<file path="src/rtl/imem_boot_loader.sv">
// Boot loader: takes a byte stream (count header, little-endian payload words, XOR checksum),
// writes each word into instruction memory, then releases the core and hands it the address bus.
module imem_boot_loader #(
   parameter int DEPTH = 256,
   parameter int BASE  = 0
) (
   input  logic        clk,
   input  logic        rst,
   input  logic        byte_valid,
   input  logic [7:0]  byte_data,
   output logic        byte_ready,
   input  logic [31:0] cpu_addr,
   output logic [31:0] imem_addr,
   output logic        mem_we,
   output logic [31:0] mem_wdata,
   output logic        cpu_rst,
   output logic        done,
   output logic        err
);

   typedef enum logic [2:0] {HDR0, HDR1, DATA, WR, CSUM, RUN, ERR} state_t;

   localparam logic [16:0] DEPTH_W = 17'(DEPTH);
   localparam logic [31:0] BASE_W  = 32'(BASE);

   state_t      state_q, state_d;
   logic [15:0] cnt_q, cnt_d;
   logic [15:0] idx_q, idx_d;
   logic [1:0]  lane_q, lane_d;
   logic [7:0]  csum_q, csum_d;
   logic [31:0] word_q, word_d;
   logic        ready_q, we_q, done_q, err_q, cpu_rst_q;
   logic        acc;
   logic [15:0] full_cnt;

   assign acc      = byte_valid & ready_q;
   assign full_cnt = {byte_data, cnt_q[7:0]};

   always_comb begin
      state_d = state_q;
      cnt_d   = cnt_q;
      idx_d   = idx_q;
      lane_d  = lane_q;
      csum_d  = csum_q;
      word_d  = word_q;
      unique case (state_q)
         HDR0: if (acc) begin
            cnt_d[7:0] = byte_data;
            state_d    = HDR1;
         end
         HDR1: if (acc) begin
            cnt_d[15:8] = byte_data;
            if ({1'b0, full_cnt} > DEPTH_W) state_d = ERR;
            else if (full_cnt == 16'd0)     state_d = CSUM;
            else                            state_d = DATA;
         end
         DATA: if (acc) begin
            word_d[{lane_q, 3'b000} +: 8] = byte_data;
            csum_d = csum_q ^ byte_data;
            lane_d = lane_q + 2'd1;
            if (lane_q == 2'd3) state_d = WR;
         end
         WR: begin
            idx_d   = idx_q + 16'd1;
            state_d = (idx_q + 16'd1 == cnt_q) ? CSUM : DATA;
         end
         CSUM: if (acc) state_d = (byte_data == csum_q) ? RUN : ERR;
         RUN:  state_d = RUN;
         ERR:  state_d = ERR;
         default: state_d = ERR;
      endcase
   end

   // Handshake and status outputs are registered from the next state so they
   // line up with the state they describe and are clean straight out of reset.
   always_ff @(posedge clk or negedge rst) begin
      if (!rst) begin
         state_q   <= HDR0;
         cnt_q     <= '0;
         idx_q     <= '0;
         lane_q    <= '0;
         csum_q    <= '0;
         word_q    <= '0;
         ready_q   <= 1'b0;
         we_q      <= 1'b0;
         done_q    <= 1'b0;
         err_q     <= 1'b0;
         cpu_rst_q <= 1'b1;
      end else begin
         state_q   <= state_d;
         cnt_q     <= cnt_d;
         idx_q     <= idx_d;
         lane_q    <= lane_d;
         csum_q    <= csum_d;
         word_q    <= word_d;
         ready_q   <= (state_d == HDR0) || (state_d == HDR1) ||
                      (state_d == DATA) || (state_d == CSUM);
         we_q      <= (state_d == WR);
         done_q    <= (state_d == RUN);
         err_q     <= (state_d == ERR);
         cpu_rst_q <= (state_d != RUN);
      end
   end

   assign byte_ready = ready_q;
   assign mem_we     = we_q;
   assign mem_wdata  = word_q;
   assign done       = done_q;
   assign err        = err_q;
   assign cpu_rst    = cpu_rst_q;
   assign imem_addr  = (state_q == RUN) ? cpu_addr : BASE_W + {16'd0, idx_q};

endmodule

</file>
<file path="config.mk">
export PLATFORM = sky130hd
export DESIGN_NAME = imem_boot_loader
export DESIGN_NICKNAME = d
export VERILOG_FILES = /design/src/rtl/imem_boot_loader.sv
export SDC_FILE = /design/constraint.sdc
export NUM_CORES = 1
export LEC_CHECK = 0
export CORE_ASPECT_RATIO = 0.9
export CORE_UTILIZATION = 54
export CTS_CLUSTER_DIAMETER = 150
export DETAILED_ROUTE_END_ITERATION = 7
export PLACE_DENSITY = 0.86
export SYNTH_ARGS = -nofsm -noshare
export SYNTH_HDL_FRONTEND = slang
export SYNTH_SLANG_ARGS = --single-unit
</file>
<file path="constraint.sdc">
create_clock -name clk -period 6.4 [get_ports clk]
set_input_delay 1.92 -clock clk [delete_from_list [all_inputs] [get_ports clk]]
set_output_delay 1.92 -clock clk [all_outputs]
set_load 0.02 [all_outputs]
</file>
[After elaboration in Yosys (flattened, before gate mapping)]
Index checks and enable logic that the tools add are counted.
Cells by class
  add/subtract/negate cells: 3
  order comparisons: 1
  eq/ne operators: 15
  shift-type cells: 2
  muxes and demuxes: 12
  bitwise operators: 2
  reduce and logical (&&, ||, !) cells: 9
Operator list (count)
  bitwise mux 32 bit: 1
  two-way mux 32 bit: 1
  variable shift 8 x 7 -> 32 bit, first input constant: 1
  indexed part select 8 x 7 -> 32 bit: 1
  two-way mux 3 bit: 8
  case mux 3 bit (6 select lines): 1
  adder 16 x 1 -> 16 bit, second input constant: 1
  equality test 16 bit: 1
  greater-than comparator 16 x 9 -> 1 bit, second input constant: 1
  logical NOT 16 bit: 1
  equality test 3 bit, second input constant: 5
  equality test 3 x 2 -> 1 bit, second input constant: 4
  equality test 8 bit: 1
  XOR 8 bit: 1
  negator 5 -> 7 bit: 1
  equality test 3 x 1 -> 1 bit, second input constant: 2
  logical NOT 3 bit: 2
  AND reduction 2 bit: 3
  logical OR 1 bit: 3
  inequality test 3 bit, second input constant: 1
  adder 2 x 1 -> 2 bit, second input constant: 1
  equality test 2 bit, second input constant: 1
  two-way mux 2 bit: 1
  AND 1 bit: 1
Storage, ports and cells
  register bits: 82
  bits of input ports: 43
  output and inout bits: 69
  logic and storage cells: 56

[Longest topological paths before layout]
Gate-level depths: netlist of run 1.
  word-level depth: 9
  gate-level depth with buffers: 9

[Worst setup path after synthesis of run 1]
OpenSTA, ideal clock, no wires.
  path kind: in2out
  start: input cpu_addr[5]
  end: output imem_addr[5]
  arrival: 2.182 ns
  setup slack: 2.298 ns
  cell stages on the path: 2
  buffers on the path: 0
  cells stage by stage: nand2_1 > o21ai_0
Between the ends
  cells in the longest elaborated chain, start to end: 1
RTL lines
  from (decl): RTL line 12  | input logic [31:0] cpu_addr,
  two-way mux 32 bit: RTL line 111  | assign imem_addr = (state_q == RUN) ? cpu_addr : BASE_W + {16'd0, idx_q};
  to (decl): RTL line 13  | output logic [31:0] imem_addr,
No other way between the ends.

[Worst setup path after layout of run 1]
  start: input cpu_addr[18]
  end: output imem_addr[18]
The elaborated chain is that of the path after synthesis.

==> results by group, run 1 <==
Yosys
  • Register area share after synthesis: 45.7%
  • Synth Instances: 485
  • Synth Flop Type: dfrtp_1
  • Post-synth EDFFs: 0
  • FFs w/ async S/R, synth: 100%
  • Post-synth top area share: 45.1%
  • Mapped Area: 0.00449 mm^2
  • Seq cells post-synth: 82
  • Synthesized area per cell: 9.26 um^2
  • Yosys top cell by area: dfrtp_1
  • Mapped Nets: 535
  • Synth area leaders: dfrtp_1 (45%), nand2_1 (12%), xnor2_1 (7.8%), mux2_2 (4.0%), o21ai_1 (3.7%)
  • Synth unique cells: 53
  • Ys Warns: 0

Clock tree
  • Number of hold buffers added after cts: 0
  • Worst-Skew Late Latency: 350 ps
  • Clock buffer depth: 2
  • # clock sinks: 82
  • Num CTS Buffers: 9
  • CTS Root Cell: clkbuf_8
  • H-tree depth: 3
  • CTS tree: done
  • Post-CTS Setup Inserts: 0
  • CTS-repair resized insts: 0
  • Clock transition at the registers of the reported paths: 80 ps

Floorplanning
  • Die Area: 0.00869 mm^2
  • Io pins: 112
  • Core ar.: 0.00807 mm^2
  • Die Ht: 88.5 um
  • # rows: 31
  • Width of the die: 98.1 um
  • Initial core utilization: 55.7%

Setup path
  • Required time of the critical path: 4480 ps
  • CP Capture Type: primary output
  • Nature of the critical path startpoint: primary input
  • Worst reg-to-reg setup slack: 3660 ps
  • RR Startpoint: idx_q[4]
  • Setup CP Type: in -> out
  • Crit-path max FO: 1
  • Crit path DAT: 3130 ps
  • FF-to-FF path depth: 7
  • FF-to-FF End: byte_ready

Timing
  • Rel. slew slack: 22.8%
  • Final setup violation count: 0
  • Final min period: 5050 ps
  • Tcrit/Tclk final: 79.0%
  • Final count of hold timing violations: 0
  • Max Slew Vio Count: 0
  • RSZ-0062 raised after global routing: no
  • Setup TNS: 0 ps
  • Max Fclk: 0.198 GHz
  • Skew final: 8.76 ps
  • Worst-Margin Slew: 1150 ps

GRT
  • GR Util All Layers: 25.2%
  • Initial antenna violation count: 0
  • Largest net degree at the start of global routing: 83
  • Gr ovfl total: 0
  • First-pass GRT wire length: 16,900 um
  • Number of global-route vias before repair: 3,441

Detailed routing
  • Routed Antenna Nets: 0
  • Vias/cell: 5.39
  • DRC viols: 6
  • Drt first pass iters: 6
  • First DRT Iteration DRCs: 229
  • DR vias: 3,651
  • Final WL: 10,300 um
  • DR WL/cell: 15.3 um

Pwr
  • Leak Pwr: 2.47 nW
  • NetSw: 0.219 mW
  • Sequential group share of total power: 56.7%
  • Peak VDD IR: 86.6 uV
  • Power Dens Cells: 163 mW/mm^2
  • Net Sw Frac: 23.7%
  • Int Pwr: 0.705 mW
  • Comb power frac: 7.2%
  • Clk pwr share: 36.1%

Hold path
  • WHS Endpoint: mem_wdata[22]
  • Hold WC Path Type: reg -> reg
  • Worst Hold Path Cells: 2
  • Hold path start: mem_wdata[22]

Final layout
  • Layout cell share with drive strength beyond 1: 7.79%
  • Layout Cells excl Fill: 677
  • Layout Nets: 624
  • Layout area overhead: 26.3%
  • ANT cells: 0

Outcome
  • Failing checks: DRC
  • Status: finished with violations

Job
  • Maxcap violations: 0

Placement
  • HPWL Detailed: 7400 um
  • Gp weighted congestion: 0.838
  • Port Buffer Count: 111
  • Placed Instances: 662
[logic make-up (layout without fill, tap and decap cells)]
logic type	Yosys count	count (layout)	share of synthesized area, %
simple gates	230	230	24.7
buf+inv	39	132	5.41
compound gates	60	60	8.28
mux	16	16	4.01
flops	82	82	45.7
fa+ha+maj	7	7	1.95
xor+xnor	51	51	9.95
[worst max path at each step]
stage / from / to / slack [ps]
final: cpu_addr[18] / imem_addr[18] / 1350
after global routing: state_q[0] / imem_addr[5] / 1060
after CTS: cpu_addr[26] / imem_addr[26] / 1340
after detailed placement: cpu_addr[28] / imem_addr[28] / 1340
after global placement: cpu_addr[18] / imem_addr[18] / 1340
after floorplan: cpu_addr[5] / imem_addr[5] / 2300
[flip-flops by register name, summed over array words and instances (netlist names)]
register / count
byte_ready: 1
cnt_q: 16
cpu_rst: 1
csum_q: 8
done: 1
err: 1
idx_q: 16
lane_q: 2
mem_wdata: 32
mem_we: 1
state_q: 3
[power groups by stage]
stage          Sequential, mW  Clock, mW  Combinational (mW)
2_1_floorplan           0.537          0              0.0182
3_3_place_gp            0.534          0              0.0661
3_5_place_dp            0.534          0              0.0673
4_1_cts                 0.524      0.337              0.0678
5_1_grt                 0.525      0.361              0.0727
6_report                0.524      0.333              0.0667
[layer usage]
metal | part of all wire (%) | global-route usage, % | wire, um | vias up
met1 | 45 | 33.5 | 4640 | 1737
met4 | 1.3 | 8.13 | 133 | 0
met3 | 5.6 | 3.95 | 576 | 9
met2 | 48 | 42.9 | 4980 | 115
li1 | - | - | - | 1790
met5 | 0 | 0 | 0 | -
[critical path: stages]
cell             delay (ps)
clkdlybuf4s50_1         450
and3_1                  150
clkdlybuf4s50_1         610
[final cells by class]
class | instances | area (um^2)
multi-input cells | 364 | 2190
clock buffers | 11 | 141
fillers | 620 | 2390
flip-flops and latches | 82 | 2050
well taps | 99 | 124
inverters | 6 | 22.5
clock inverters | 4 | 28.8
repair buffers | 111 | 1110
[placed cells by master, fill, tap and decap left out, drive strengths merged, types with 11 or more instances in the layout]
cell type	n
nand2	144
clkdlybuf4s50	110
dfrtp	81
xnor2	40
o21ai	37
and3	18
mux2	16
nand3	13
xor2	11
clkbuf	11
[synthesized netlist by cell type, drive strengths merged, types with 3 or more instances]
| library cell | n |
|---|---|
| and3 | 18 |
| and2 | 3 |
| nand4 | 8 |
| o21ai | 37 |
| nand2 | 144 |
| mux2 | 16 |
| or2 | 3 |
| ha | 7 |
| a21oi | 6 |
| xor2 | 11 |
| nand3 | 13 |
| nand2b | 4 |
| nor4 | 7 |
| inv | 6 |
| nor3 | 9 |
| o211ai | 3 |
| dfrtp | 81 |
| xnor2 | 40 |
| clkbuf | 19 |
| nor2 | 8 |
| buf | 13 |
| nor3b | 4 |
[stage by stage]
step	total power [mW]	setup slack [ps]	hold slack (ps)	utilization [%]	area, um^2
after CTS	0.929	1340	494	70.3	5670
after detailed placement	0.602	1340	475	68.2	5500
after global placement	0.600	1340	467	68.2	5500
final	0.924	1350	490	70.3	5670
after global routing	0.958	1060	510	70.3	5670
after floorplan	0.555	2300	464	-	4490
No activity file was read; power rests on OpenSTA's default activity.
==> run 2, diff against run 1 <==
--- a/config.mk
+++ b/config.mk
@@ -6,10 +6,10 @@
 export NUM_CORES = 1
 export LEC_CHECK = 0
 export CORE_ASPECT_RATIO = 0.9
-export CORE_UTILIZATION = 54
+export CORE_UTILIZATION = 45
 export CTS_CLUSTER_DIAMETER = 150
 export DETAILED_ROUTE_END_ITERATION = 7
-export PLACE_DENSITY = 0.86
+export PLACE_DENSITY = 0.76
 export SYNTH_ARGS = -nofsm -noshare
 export SYNTH_HDL_FRONTEND = slang
 export SYNTH_SLANG_ARGS = --single-unit
==> constraint.sdc (replaced) <==
create_clock -name clk -period 4.3 [get_ports clk]
set_input_delay 1.29 -clock clk [delete_from_list [all_inputs] [get_ports clk]]
set_output_delay 1.29 -clock clk [all_outputs]
set_load 0.02 [all_outputs]
==> run 2 against run 1 <==
The run now ends clean. Non-clock buffer count increased by 11. First-iteration DRC count down 26%. Routed wire length up 5.3%. Clock skew increased by 3.8 ps. Global-route usage fell by 3.3 points. Final cell count rose by 5.8%. Highest routed layer unchanged.
==> results by group, run 2 (same netlist as run 1, synthesis figures left out) <==
GRT
  • Number of global-route vias before repair: 3,719 (was 3,441)
  • Initial antenna violation count: 0 (unchanged)
  • Gr ovfl total: 0 (unchanged)
  • First-pass GRT wire length: 17,900 um (was 16,900 um)
  • GR Util All Layers: 21.9% (was 25.2%)
  • Largest net degree at the start of global routing: 83 (unchanged)

Setup path
  • CP Capture Type: primary output (unchanged)
  • Crit path DAT: 2510 ps (was 3130 ps)
  • Worst path top cell family by delay: buffers and inverters (unchanged)
  • Slowest-stage cell, CP: clkdlybuf4s50_1 (unchanged)
  • FF-to-FF End: byte_ready (unchanged)
  • Worst reg-to-reg setup slack: 1600 ps (was 3660 ps)
  • FF-to-FF path depth: 7 (unchanged)
  • CP Depth: 4 (was 3)
  • CP Buf/Inv Count: 2 (unchanged)
  • Crit-path max FO: 1 (unchanged)
  • RR Startpoint: idx_q[0] (was idx_q[4])
  • Critical path origin: cpu_addr[5] (was cpu_addr[18])
  • CP max stage delay: 630 ps (was 610 ps)
  • Crit path cell chain: clkdlybuf4s50_1 > nand2_1 > o21ai_0 > clkdlybuf4s50_1 (was clkdlybuf4s50_1 > and3_1 > clkdlybuf4s50_1)
  • Setup CP Type: in -> out (unchanged)
  • End of the critical path: imem_addr[5] (was imem_addr[18])
  • Required time of the critical path: 3010 ps (was 4480 ps)
  • Nature of the critical path startpoint: primary input (unchanged)
  • Crit path top cell by count: clkdlybuf4s50_1 (unchanged)

Detailed routing
  • DR vias: 3,769 (was 3,651)
  • Final WL: 10,900 um (was 10,300 um)
  • Drt first pass iters: 4 (was 6)
  • First DRT Iteration DRCs: 169 (was 229)
  • DRC viols: 0 (was 6)
  • Routed Antenna Nets: 0 (unchanged)
  • DR WL/cell: 15.2 um (was 15.3 um)
  • Vias/cell: 5.26 (was 5.39)

Timing
  • Worst hold margin: 490 ps (about the same)
  • RSZ-0062 raised after global routing: no (unchanged)
  • Setup TNS: 0 ps (unchanged)
  • Max Fclk: 0.263 GHz
  • Max Slew Vio Count: 0 (unchanged)
  • Skew final: 12.6 ps (was 8.76 ps)
  • Tcrit/Tclk final: 88.3%
  • Final min period: 3800 ps
  • Final setup violation count: 0 (unchanged)
  • Worst-Margin Slew: 1020 ps (was 1150 ps)
  • Rel. slew slack: 32.2% (was 22.8%)
  • Final count of hold timing violations: 0 (unchanged)

Hold path
  • Worst Hold Path Cells: 1 (was 2)
  • Hold WC Path Type: reg -> reg (unchanged)

Clock tree
  • # clock sinks: 82 (unchanged)
  • Post-CTS Setup Inserts: 0 (unchanged)
  • H-tree depth: 3 (unchanged)
  • Clock buffer depth: 2 (unchanged)
  • Number of hold buffers added after cts: 0 (unchanged)
  • Clock transition at the registers of the reported paths: 80 ps (about the same)
  • Num CTS Buffers: 9 (unchanged)
  • Worst-Skew Late Latency: 360 ps (was 350 ps)
  • CTS-repair resized insts: 0 (unchanged)
  • CTS tree: done (unchanged)
  • CTS Root Cell: clkbuf_8 (unchanged)

Final layout
  • Layout cell share with drive strength beyond 1: 9.66% (was 7.79%)
  • Commonest cells after routing, fill and taps aside: nand2_1 (143), clkdlybuf4s50_1 (110), dfrtp_1 (81), xnor2_1 (40), o21ai_1 (33) (unchanged)
  • Layout area overhead: 30.2% (was 26.3%)
  • Cell area after layout: 0.00585 mm^2 (was 0.00567 mm^2)
  • Layout Nets: 635 (was 624)
  • Post-Route Utilization: 60.3% (was 70.3%)
  • Most common cell after layout, fill and taps aside: nand2_1 (unchanged)
  • ANT cells: 0 (unchanged)
  • Max reg flops: 32 (unchanged)

Floorplanning
  • Die Ht: 96.8 um (was 88.5 um)
  • Die Area: 0.0104 mm^2 (was 0.00869 mm^2)
  • Width of the die: 107 um (was 98.1 um)
  • Io pins: 112 (unchanged)
  • Core ar.: 0.00970 mm^2 (was 0.00807 mm^2)
  • Initial core utilization: 46.3% (was 55.7%)
  • # rows: 34 (was 31)

Pwr
  • Power Dens Cells: 260 mW/mm^2 (was 163 mW/mm^2)
  • Peak VDD IR: 137 uV (was 86.6 uV)
  • Leak Pwr: 2.56 nW (was 2.47 nW)

Placement
  • Gp weighted congestion: 0.861 (was 0.838)
  • Port Buffer Count: 111 (unchanged)
  • Area post-placement: 0.00562 mm^2 (was 0.00550 mm^2)
  • HPWL Detailed: 7790 um (was 7400 um)

Job
  • Maxcap violations: 0 (unchanged)

Outcome
  • Status: completed (was finished with violations)
run 2: power breakdown:
part	leakage [nW]	internal, mW	total, mW	switching (mW)
combinational	1.32	0.0552	0.106	0.0511
sequential	1.12	0.776	0.780	0.00459
clock	0.114	0.348	0.634	0.287
run 2: metal layers:
| layer | share of wire, % | wire length (um) | global-route usage, % | vias up |
|---|---|---|---|---|
| met1 | 46 | 4960 | 30.3 | 1814 |
| met4 | 1.4 | 150 | 6.95 | 0 |
| li1 | - | - | - | 1819 |
| met5 | 0 | 0 | 0 | - |
| met3 | 5.9 | 640 | 3.50 | 15 |
| met2 | 47 | 5120 | 35.3 | 121 |
run 2: worst min path at each step:
stage,start,endpoint
detailed placement,mem_wdata[12],mem_wdata[12]
global placement,mem_wdata[23],mem_wdata[23]
floorplan,csum_q[2],csum_q[2]
global route,csum_q[7],csum_q[7]
CTS,csum_q[7],csum_q[7]
finish,csum_q[7],csum_q[7]
run 2: cell type report:
| cell class | count | area, um^2 |
|---|---|---|
| fill | 828 | 3850 |
| multi-input combinational | 364 | 2190 |
| sequential | 82 | 2050 |
| timing repair buffer | 122 | 1190 |
| tap | 126 | 158 |
| clock buffer | 11 | 141 |
| clock inverter | 5 | 86.3 |
| inverter | 6 | 22.5 |
run 2: through the flow:
stage	cells	total power [mW]	setup WS [ps]
2_1_floorplan	485	0.827	1340
3_3_place_gp	700	0.901	506
3_5_place_dp	700	0.902	506
4_1_cts	716	1.53	502
5_1_grt	716	1.57	265
6_report	716	1.52	505
==> run 3, diff against run 2 <==
--- a/config.mk
+++ b/config.mk
@@ -7,9 +7,9 @@
 export LEC_CHECK = 0
 export CORE_ASPECT_RATIO = 0.9
 export CORE_UTILIZATION = 45
-export CTS_CLUSTER_DIAMETER = 150
 export DETAILED_ROUTE_END_ITERATION = 7
 export PLACE_DENSITY = 0.76
+export SKIP_LAST_GASP = 1
 export SYNTH_ARGS = -nofsm -noshare
 export SYNTH_HDL_FRONTEND = slang
 export SYNTH_SLANG_ARGS = --single-unit
==> results of run 3 <==
Final layout, timing and power as in run 2 (identical DEF).
